[config.mk]
export PLATFORM = sky130hd
export DESIGN_NAME = dual_ram_arbiter
export DESIGN_NICKNAME = d
export VERILOG_FILES = /design/src/rtl/dual_ram_arbiter.sv
export SDC_FILE = /design/constraint.sdc
export NUM_CORES = 1
export LEC_CHECK = 0
export CAP_MARGIN = 10
export CELL_PAD_IN_SITES_DETAIL_PLACEMENT = 1
export CELL_PAD_IN_SITES_GLOBAL_PLACEMENT = 2
export CORE_ASPECT_RATIO = 2
export CORE_MARGIN = 2
export CORE_UTILIZATION = 10
export CTS_BUF_LIST = sky130_fd_sc_hd__clkbuf_8
export DETAILED_ROUTE_END_ITERATION = 12
export HOLD_SLACK_MARGIN = 0.1
export PLACE_DENSITY_LB_ADDON = 0.1
export SLEW_MARGIN = 20
export SYNTH_ARGS = -nofsm -noshare
export SYNTH_HDL_FRONTEND = slang
export SYNTH_SLANG_ARGS = --single-unit
[constraint.sdc]
create_clock -name clk -period 4.09 [get_ports clk]
set_clock_uncertainty 0.15 [all_clocks]
set_input_delay 0.409 -clock clk [delete_from_list [all_inputs] [get_ports clk]]
set_output_delay 0.409 -clock clk [all_outputs]
set_load 0.01 [all_outputs]
[src/rtl/dual_ram_arbiter.sv]
// Two-master arbiter in front of a 1W/1R dual_ram (1-cycle read latency).
// Write and read ports arbitrate independently with toggling priority.
//
// Ports:
//   clk, rstn            clock, synchronous active-low reset
//   mN_req/we/addr/wdata request from master N (0=debug/loader, 1=LSU)
//   mN_gnt               combinational accept
//   mN_rvalid/rdata      read return, one cycle after a granted read
//   mN_err               out-of-range flag (with gnt for writes, rvalid for reads)
//   ram_*                dual_ram write/read port
module dual_ram_arbiter #(
  parameter int DW      = 32,
  parameter int AW      = 32,
  parameter int MEM_NUM = 4096
) (
  input  logic          clk,
  input  logic          rstn,
  input  logic          m0_req,
  input  logic          m0_we,
  input  logic [AW-1:0] m0_addr,
  input  logic [DW-1:0] m0_wdata,
  output logic          m0_gnt,
  output logic          m0_rvalid,
  output logic [DW-1:0] m0_rdata,
  output logic          m0_err,
  input  logic          m1_req,
  input  logic          m1_we,
  input  logic [AW-1:0] m1_addr,
  input  logic [DW-1:0] m1_wdata,
  output logic          m1_gnt,
  output logic          m1_rvalid,
  output logic [DW-1:0] m1_rdata,
  output logic          m1_err,
  output logic          ram_wen,
  output logic [AW-1:0] ram_w_addr,
  output logic [DW-1:0] ram_w_data,
  output logic          ram_ren,
  output logic [AW-1:0] ram_r_addr,
  input  logic [DW-1:0] ram_r_data
);

  // One extra bit so a depth of 2**AW still compares correctly.
  localparam logic [AW:0] LIMIT = (AW+1)'(MEM_NUM);

  // Priority flops: 0 = M0 wins the next conflict, 1 = M1 wins.
  logic wr_prio_q, wr_prio_d;
  logic rd_prio_q, rd_prio_d;
  logic rd_pend_q, rd_pend_d;
  logic rd_owner_q, rd_owner_d;
  logic rd_err_q, rd_err_d;

  logic          wr_c0, wr_c1;
  logic          rd_c0, rd_c1;
  logic          wr_sel1, rd_sel1;
  logic          wr_any, rd_any;
  logic          wr_oor, rd_oor;
  logic          wr_gnt0, wr_gnt1;
  logic          rd_gnt0, rd_gnt1;
  logic [AW-1:0] wr_addr, rd_addr;
  logic [DW-1:0] wr_data;
  logic          rv0, rv1;

  always_comb begin
    wr_c0 = m0_req & m0_we;
    wr_c1 = m1_req & m1_we;
    rd_c0 = m0_req & ~m0_we;
    rd_c1 = m1_req & ~m1_we;

    // M1 wins when alone or when it holds priority.
    wr_sel1 = wr_c1 & (~wr_c0 | wr_prio_q);
    rd_sel1 = rd_c1 & (~rd_c0 | rd_prio_q);
    wr_any  = wr_c0 | wr_c1;
    rd_any  = rd_c0 | rd_c1;

    wr_gnt0 = rstn & wr_c0 & ~wr_sel1;
    wr_gnt1 = rstn & wr_sel1;
    rd_gnt0 = rstn & rd_c0 & ~rd_sel1;
    rd_gnt1 = rstn & rd_sel1;

    // Idle muxes fall back to M0 so the RAM never sees X.
    wr_addr = wr_sel1 ? m1_addr : m0_addr;
    wr_data = wr_sel1 ? m1_wdata : m0_wdata;
    rd_addr = rd_sel1 ? m1_addr : m0_addr;

    wr_oor = {1'b0, wr_addr} >= LIMIT;
    rd_oor = {1'b0, rd_addr} >= LIMIT;
  end

  always_comb begin
    wr_prio_d  = wr_prio_q;
    rd_prio_d  = rd_prio_q;
    rd_pend_d  = rd_any;
    rd_owner_d = rd_owner_q;
    rd_err_d   = rd_err_q;
    // Priority moves only when both masters contend.
    if (wr_c0 & wr_c1) wr_prio_d = ~wr_prio_q;
    if (rd_c0 & rd_c1) rd_prio_d = ~rd_prio_q;
    if (rd_any) begin
      rd_owner_d = rd_sel1;
      rd_err_d   = rd_oor;
    end
  end

  always_ff @(posedge clk) begin
    if (!rstn) begin
      wr_prio_q  <= 1'b0;
      rd_prio_q  <= 1'b0;
      rd_pend_q  <= 1'b0;
      rd_owner_q <= 1'b0;
      rd_err_q   <= 1'b0;
    end else begin
      wr_prio_q  <= wr_prio_d;
      rd_prio_q  <= rd_prio_d;
      rd_pend_q  <= rd_pend_d;
      rd_owner_q <= rd_owner_d;
      rd_err_q   <= rd_err_d;
    end
  end

  assign ram_wen    = rstn & wr_any & ~wr_oor;
  assign ram_w_addr = wr_addr;
  assign ram_w_data = wr_data;
  assign ram_ren    = rstn & rd_any & ~rd_oor;
  assign ram_r_addr = rd_addr;

  assign rv0 = rstn & rd_pend_q & ~rd_owner_q;
  assign rv1 = rstn & rd_pend_q & rd_owner_q;

  assign m0_gnt    = wr_gnt0 | rd_gnt0;
  assign m1_gnt    = wr_gnt1 | rd_gnt1;
  assign m0_rvalid = rv0;
  assign m1_rvalid = rv1;
  // Out-of-range reads never touched the RAM, so return zero.
  assign m0_rdata  = rd_err_q ? '0 : ram_r_data;
  assign m1_rdata  = rd_err_q ? '0 : ram_r_data;
  assign m0_err    = (wr_gnt0 & wr_oor) | (rv0 & rd_err_q);
  assign m1_err    = (wr_gnt1 & wr_oor) | (rv1 & rd_err_q);

endmodule
==> results of run 1 <==
-- metrics by stage --
step           power [uW]  util (%)  worst slack [ps]
6_report              835      27.7               766
3_3_place_gp          750      27.5               737
2_1_floorplan         308         -              2190
3_5_place_dp          750      27.5               701
5_1_grt               889      27.7               569
4_1_cts               853      27.7               672
-- placed cells by master (no fill, tap or decap), types with 2 or more instances in the layout --
cell type          n
nand2_1          108
o21ai_0            4
clkbuf_8           3
clkdlybuf4s50_1  333
nand3_1            4
a21boi_0           5
or3_1              2
buf_12             3
mux2_1            18
diode_2            2
dfxtp_1            5
nor2b_1           33
nor4_1            10
nor2_1             2
mux2_2            46
buf_4              4
nor3_1             2
-- synth_stat cells --
cell type  number  area share (%)
nor2b_1        33              10
nor4_1         10             3.1
o21ba_2         1            0.49
o21a_1          1            0.37
mux2i_1         1            0.49
clkbuf_1        7             1.3
o21bai_1        1            0.37
buf_4          33              12
dfxtp_1         5             4.9
o21ai_2         1            0.43
and3_1          1            0.31
or3_1           2            0.61
buf_6           2             1.1
nand2b_1        1            0.31
and4_1          1            0.43
nand2b_2        1            0.43
mux2_1         18             9.9
o32ai_1         1            0.43
o21bai_4        1            0.92
a21boi_0        5             1.8
nand2_1       108              20
o21ai_0         4            0.98
mux2_2         46              25
buf_2           7             1.7
inv_1           1            0.18
nor2_1          2            0.37
nor3_1          2            0.49
nand3_1         4            0.98
-- worst max-delay path, cell delays in order --
cell and delay, ps:
clkdlybuf4s50_1 540, nand2_1 150, o21bai_4 520, buf_12 250
mux2_2 360, clkdlybuf4s50_1 500
-- cell families after synthesis --
logic type	count (synthesis)	synth area share (%)
AOI/OAI and AO/OA	15	5.83
buffers and inverters	50	16.4
DFF	5	4.91
muxes	65	35.8
and+or+nand+nor	165	37.0
-- layout make-up --
type,instances,area share (%)
Timing Repair Buffer,340,62.0
Multi-Input combinational cell,245,29.2
Antenna cell,2,0.0907
Clock buffer,3,0.748
Clock inverter,1,0.0907
Tap cell,262,5.94
Inverter,1,0.0680
Sequential cell,5,1.81
-- per-layer routing --
layer	GRT usage, %	part of all wire [%]	vias to the layer above	routed length [microns]
met3	2.96	7.0	7	1050
li1	-	-	1570	-
met1	11.9	32	1490	4720
met4	2.19	0.78	0	116
met2	27.4	61	167	9030
met5	0	0	-	0
-- registers in the layout, indices dropped and copies added, names as in the netlist --
signal / count
rd_prio_q: 1
rd_owner_q: 1
wr_prio_q: 1
rd_err_q: 1
rd_pend_q: 1
-- power groups by stage --
| stage | Clock (uW) | Combinational (uW) | Sequential, uW |
|---|---|---|---|
| 2_1_floorplan | 0 | 252 | 55.3 |
| 3_3_place_gp | 0 | 690 | 59.9 |
| 3_5_place_dp | 0 | 690 | 59.9 |
| 4_1_cts | 99.0 | 695 | 59.1 |
| 5_1_grt | 102 | 727 | 60.0 |
| 6_report | 96.6 | 680 | 58.7 |
-- worst min-delay path by stage --
stage                       startpoint                 endpoint  cells after the start
6_report       rd_owner_q$_SDFFE_PN0N_  rd_owner_q$_SDFFE_PN0N_                      2
5_1_grt        rd_owner_q$_SDFFE_PN0N_  rd_owner_q$_SDFFE_PN0N_                      2
4_1_cts        rd_owner_q$_SDFFE_PN0N_  rd_owner_q$_SDFFE_PN0N_                      2
3_5_place_dp   rd_owner_q$_SDFFE_PN0N_  rd_owner_q$_SDFFE_PN0N_                      2
3_3_place_gp   rd_owner_q$_SDFFE_PN0N_  rd_owner_q$_SDFFE_PN0N_                      2
2_1_floorplan  rd_owner_q$_SDFFE_PN0N_  rd_owner_q$_SDFFE_PN0N_                      2
==> reports/qor.yml, run 1 <==
outcome: "finished, final reports clean"
p_int_uw: 547
dp.cells: 853
cts.sinks: 5
numCtsBuffers: 3
drcViolationCount: 0
timing_worst_setup_path_type: "input port to primary output"
pwr-share-clk_pct: 11.6
seqCellArea_sq_um: 100
worstSetupStartpoint: "m0_req"
io_pins: 334
core_area_sq_um: 19900
worstPathRequired_ps: 3530
final_cell_count_no_fill: 859
rows: 73
overflow: 0
wl_per_cell_microns: 17.4
drv_slew: 0
clockRootBuffer: "clkbuf_8"
max-clock-path-buffers: 2
regToRegSetupSlack_ps: 2350
power_density_nw_per_um2: 151
syn-num-nets: 466
cp-endpoint: "ram_w_data[19]"
critPathArrivalTime_ps: 2770
track_usage_pct: 12.8
cts_repair_resize_count: 0
grt_max_degree: 25
finalNetCount: 762
grt_pass1_vias: 3454
ant_nets: 0
cts_tree: "built"
r2r-end: "rd_err_q$_SDFFE_PN0N_"
wl_microns: 14900
drv_cap: 0
start_kind: "input port"
postCtsSetupBuffers: 0
switching_share_pct: 34.6
share_seq_of_total_power_pct: 7.0
drive_gt1_share_pct: 10.3
cts_max_level: 1
r2r-start: "rd_prio_q$_SDFFE_PN0P_"
area_delta_synth_final_pct: 171
min_path_type: "flip-flop to flip-flop"
relSlewSlack_pct: 52.7
fill_cells: 2430
viasPerCell: 3.76
synth.avg_cell_area_sq_um: 6.80
yosysUniqueCellTypes: 28
drtPass1Iterations: 4
antenna_found_initial: 2
die-area_sq_um: 21600
vias: 3234
yosys_warnings: 0
fmax_mhz: 301
dp_hpwl_microns: 13300
ff2ff_path_depth: 3
power_switching_uw: 289
multi_input_area_sq_um: 1610
grt_pass1_wl_microns: 21000
whs_ps: 358
critPathMaxFanout: 21
place_area_sq_um: 5470
ys_seq_area_share_pct: 4.91
pwr-share-comb_pct: 81.4
design_area_sq_um: 5520
postCtsHoldBufs: 0
rsz0062_at_grt: "no"
drt_iter0_drc: 57
syn-instance-count: 300
vdd_ir_drop_max_uv: 47.0
gp_congestion: 0.850
start_util_pct: 10.2
syn_area_sq_um: 2040
crit_path_end_kind: "primary output"
clk_latency_ps: 230
clkTransAtPathRegs_ps: 40
chipHeight_microns: 206
p_leak_uw: 0.00212
tightest_slew_ps: 710
io_buffers: 333
post-route-min-period_ps: 3320
hold_violations: 0
finalSetupViolations: 0
tns_ps: 0
die_x_microns: 105
fin_crit_sh_pct: 81.3
ys_ff_latch: 5
Note: power is estimated with default switching activity, not from simulation.
==> run 2, diff against run 1 <==
- clock period: 4.09 -> 3.4 ns (I/O delays scaled with it)
==> reports/qor.yml, run 2 (synthesis gave the netlist of run 1 again) <==
outcome: "finished, final reports clean"
postCtsHoldBufs: 0
whs_ps: 362
fin_crit_sh_pct: 87.4
fmax_mhz: 337
core_area_sq_um: 19900
drive_gt1_share_pct: 10.4
power_switching_uw: 343
p_int_uw: 654
holdPathStages: 2
clk_latency_ps: 220
antenna_found_initial: 0
cts_repair_resize_count: 0
worstPathRequired_ps: 2910
clockRootBuffer: "clkbuf_8"
switching_share_pct: 34.4
seqCellArea_sq_um: 100
min_path_type: "flip-flop to flip-flop"
r2r-end: "rd_err_q$_SDFFE_PN0N_"
ant_nets: 0
grt_pass1_wl_microns: 21500
numCtsBuffers: 3
finalSetupViolations: 0
drtPass1Iterations: 4
drcViolationCount: 0
start_util_pct: 10.2
critPathMaxFanout: 19
clkTransAtPathRegs_ps: 40
final_cell_mix: "333 x clkdlybuf4s50_1, 108 x nand2_1, 46 x mux2_2"
viasPerCell: 3.82
relSlewSlack_pct: 69.6
pwr-share-clk_pct: 10.7
start_kind: "input port"
area_delta_synth_final_pct: 170
pwr-share-comb_pct: 82.7
io_buffers: 333
io_pins: 334
timing_worst_setup_path_type: "input port to primary output"
postCtsSetupBuffers: 0
grt_pass1_vias: 3537
die-area_sq_um: 21600
die_x_microns: 105
cts_max_level: 1
ff2ff_path_depth: 3
chipHeight_microns: 206
fill_cells: 2439
critPathArrivalTime_ps: 2480
max-clock-path-buffers: 2
rsz0062_at_grt: "no"
diodes: 0
drv_slew: 0
wl_per_cell_microns: 17.6
tightest_slew_ps: 452
regToRegSetupSlack_ps: 2070
vdd_ir_drop_max_uv: 77.3
final_common_cell: "clkdlybuf4s50_1"
track_usage_pct: 12.9
wl_microns: 15100
min-delay-start: "rd_owner_q$_SDFFE_PN0N_"
power_density_nw_per_um2: 181
finalNetCount: 764
gp_congestion: 0.799
r2r-start: "rd_prio_q$_SDFFE_PN0P_"
hold_violations: 0
vias: 3282
dp_hpwl_microns: 13600
p_leak_uw: 0.00212
cts_tree: "built"
rows: 73
post-route-min-period_ps: 2970
drt_iter0_drc: 51
multi_input_area_sq_um: 1610
crit_path_end_kind: "primary output"
tns_ps: 0
share_seq_of_total_power_pct: 6.6
min_to: "rd_owner_q$_SDFFE_PN0N_"
cts.sinks: 5
drv_cap: 0
grt_max_degree: 34
overflow: 0
run 2: cell type report:
class | count | share of cell area (%)
clock inverter | 1 | 0.0682
tap | 262 | 5.96
inverter | 1 | 0.0682
multi-input combinational | 245 | 29.3
sequential | 5 | 1.82
timing repair buffer | 342 | 62.0
clock buffer | 3 | 0.751
run 2: power groups by stage:
stage | Sequential (uW) | Combinational, uW | Clock [uW]
after floorplan | 66.5 | 304 | 0
after global placement | 66.8 | 834 | 0
after detailed placement | 66.9 | 838 | 0
after CTS | 66.2 | 843 | 111
after global routing | 66.5 | 882 | 116
final | 65.9 | 826 | 106
run 2: layer usage:
layer	GRT usage, %	up-vias	routed length [microns]
met4	2.14	0	197
met5	0	-	0
met2	27.9	177	9100
met3	2.90	10	962
met1	12.0	1528	4840
li1	-	1567	-
run 2: critical path, cell delays in order:
cell and delay (ps):
clkdlybuf4s50_1 540, nand2_1 150, o21bai_4 230, buf_4 330, mux2_2 370, clkdlybuf4s50_1 500
run 2: worst max path at each step:
stage,from,to,cells past startpoint
2_1_floorplan,m0_req,ram_w_addr[13],5
3_3_place_gp,m0_addr[27],ram_wen,6
3_5_place_dp,m0_we,ram_w_addr[21],6
4_1_cts,m0_we,ram_w_addr[21],6
5_1_grt,m1_addr[19],ram_wen,6
6_report,m0_we,ram_w_addr[21],6
run 2: through the flow:
stage	setup slack, ps	total power [uW]	utilization (%)	std cells	area [sq um]
global route	297	1060	27.6	859	5500
floorplan	1640	370	-	300	2040
CTS	404	1020	27.6	859	5500
finish	429	998	27.6	859	5500
global placement	451	901	27.4	855	5460
detailed placement	408	905	27.4	855	5460
==> run 3, diff against run 2 <==
- PLACE_DENSITY: not set -> 0.95
- PLACE_DENSITY_LB_ADDON: 0.1 -> not set
- SKIP_LAST_GASP: not set -> 1
- clock period: 3.4 -> 2.5 ns (I/O delays scaled with it)
==> reports/qor.yml, run 3 (synthesis gave the netlist of run 1 again) <==
overflow: 0
outcome: "finished, final reports clean"
pre_cts_ws_ps: -447
io_buffers: 333
clockRootBuffer: "clkbuf_8"
drv_cap: 0
io_pins: 334
clkTransAtPathRegs_ps: 40
tightest_slew_ps: 406
area_delta_synth_final_pct: 200
grt_pass1_vias: 3789
timing_worst_setup_path_type: "input port to primary output"
track_usage_pct: 13.1
critPathArrivalTime_ps: 2000
grt_pass1_wl_microns: 21500
antenna_found_initial: 0
holdPathStages: 4
drt_iter0_drc: 63
grt_max_degree: 34
dp_hpwl_microns: 12900
die-area_sq_um: 21600
fin_crit_sh_pct: 96.0
final_common_cell: "clkdlybuf4s50_1"
wl_per_cell_microns: 16.8
cts.sinks: 5
numCtsBuffers: 3
cts_max_level: 1
cpMaxStageDelayCell: "clkdlybuf4s50_1"
finalNetCount: 820
drv_slew: 0
worstPathRequired_ps: 2100
chipHeight_microns: 206
path_cells: "clkdlybuf4s50_1, nor4_2, buf_4, nand3_1, o21ai_2, and4_1, dlygate4sd2_1"
min_to: "rd_err_q$_SDFFE_PN0N_"
vias: 3478
final_cell_mix: "229 x clkdlybuf4s50_1, 106 x nand2_1, 68 x dlygate4sd2_1"
r2r-end: "rd_err_q$_SDFFE_PN0N_"
core_area_sq_um: 19900
p_leak_uw: 0.00293
post-route-min-period_ps: 2400
worst_path_largest_cell_delay_ps: 460
drtPass1Iterations: 4
clk_latency_ps: 220
rows: 73
ff2ff_path_depth: 5
die_x_microns: 105
viasPerCell: 3.80
min_path_type: "input port to flip-flop"
wl_microns: 15400
gp_congestion: 0.774
relSlewSlack_pct: 72.7
finalSetupViolations: 0
drcViolationCount: 0
power_uw: 1390
drive_gt1_share_pct: 19.9
start_kind: "input port"
r2r-start: "rd_prio_q$_SDFFE_PN0P_"
power_density_nw_per_um2: 228
regToRegSetupSlack_ps: 1040
cts_tree: "built"
vdd_ir_drop_max_uv: 101
hold_violations: 0
crit_path_end_kind: "primary output"
rsz0062_at_grt: "no"
fmax_mhz: 417
start_util_pct: 10.2
max-clock-path-buffers: 2
ant_nets: 0
setup_slack_ps: 99.5
min-delay-start: "m1_req"
critPathMaxFanout: 2
## run 3: metrics by stage
| step | hold WS [ps] | instance area, sq um | util [%] | cells | setup TNS, ps |
|---|---|---|---|---|---|
| floorplan | 222 | 2040 | - | 300 | 0 |
| global placement | 333 | 5790 | 29.1 | 896 | -15670 |
| detailed placement | 336 | 5790 | 29.1 | 896 | -16810 |
| CTS | 348 | 5960 | 29.9 | 912 | -3530 |
| global route | 378 | 6130 | 30.8 | 915 | 0 |
| finish | 346 | 6130 | 30.8 | 916 | 0 |
## run 3: metal layers
metal | vias up | GRT usage [%] | wire, microns
met5 | - | 0 | 0
met4 | 0 | 4.62 | 340
met3 | 16 | 2.90 | 1170
met2 | 202 | 25.8 | 8450
met1 | 1581 | 13.1 | 5410
li1 | 1679 | - | -
## run 3: timing repair
action / in CTS / in global routing
gates cloned: 3 / 1
buffers inserted: 9 / 2
pin swaps: 3 / 3
hold buffers: 0 / 0
resized for setup: 83 / 42
setup endpoints to repair: 102 / 79
## run 3: worst max-delay path, delay by kind of cell
kind | cells | cell delay [ps]
compound gates | 1 | 170
simple gates | 3 | 680
buf+inv | 3 | 900
## run 3: where the power goes
part / internal (uW) / switching [uW]
Sequential: 85.0 / 4.33
Combinational: 706 / 450
Clock: 106 / 43.0
## run 3: cell type report
cell class / count / area [sq um]
fill: 2414 / 13800
timing repair buffer: 398 / 3960
multi-input combinational: 245 / 1690
tap: 262 / 328
sequential: 5 / 100
clock buffer: 3 / 41.3
clock inverter: 1 / 3.75
inverter: 1 / 3.75
antenna: 1 / 2.50
## run 3: worst max path at each step
stage                     cells past startpoint         from  slack [ps]             end
after floorplan                               5       m0_req         920  ram_w_addr[13]
after global placement                        7  m0_addr[28]        -430         ram_wen
after detailed placement                      7  m0_addr[28]        -450         ram_wen
after CTS                                     7       m1_req        -130  ram_r_addr[19]
after global routing                          7  m0_addr[15]           7         ram_wen
final                                         7  m0_addr[15]         100         ram_wen
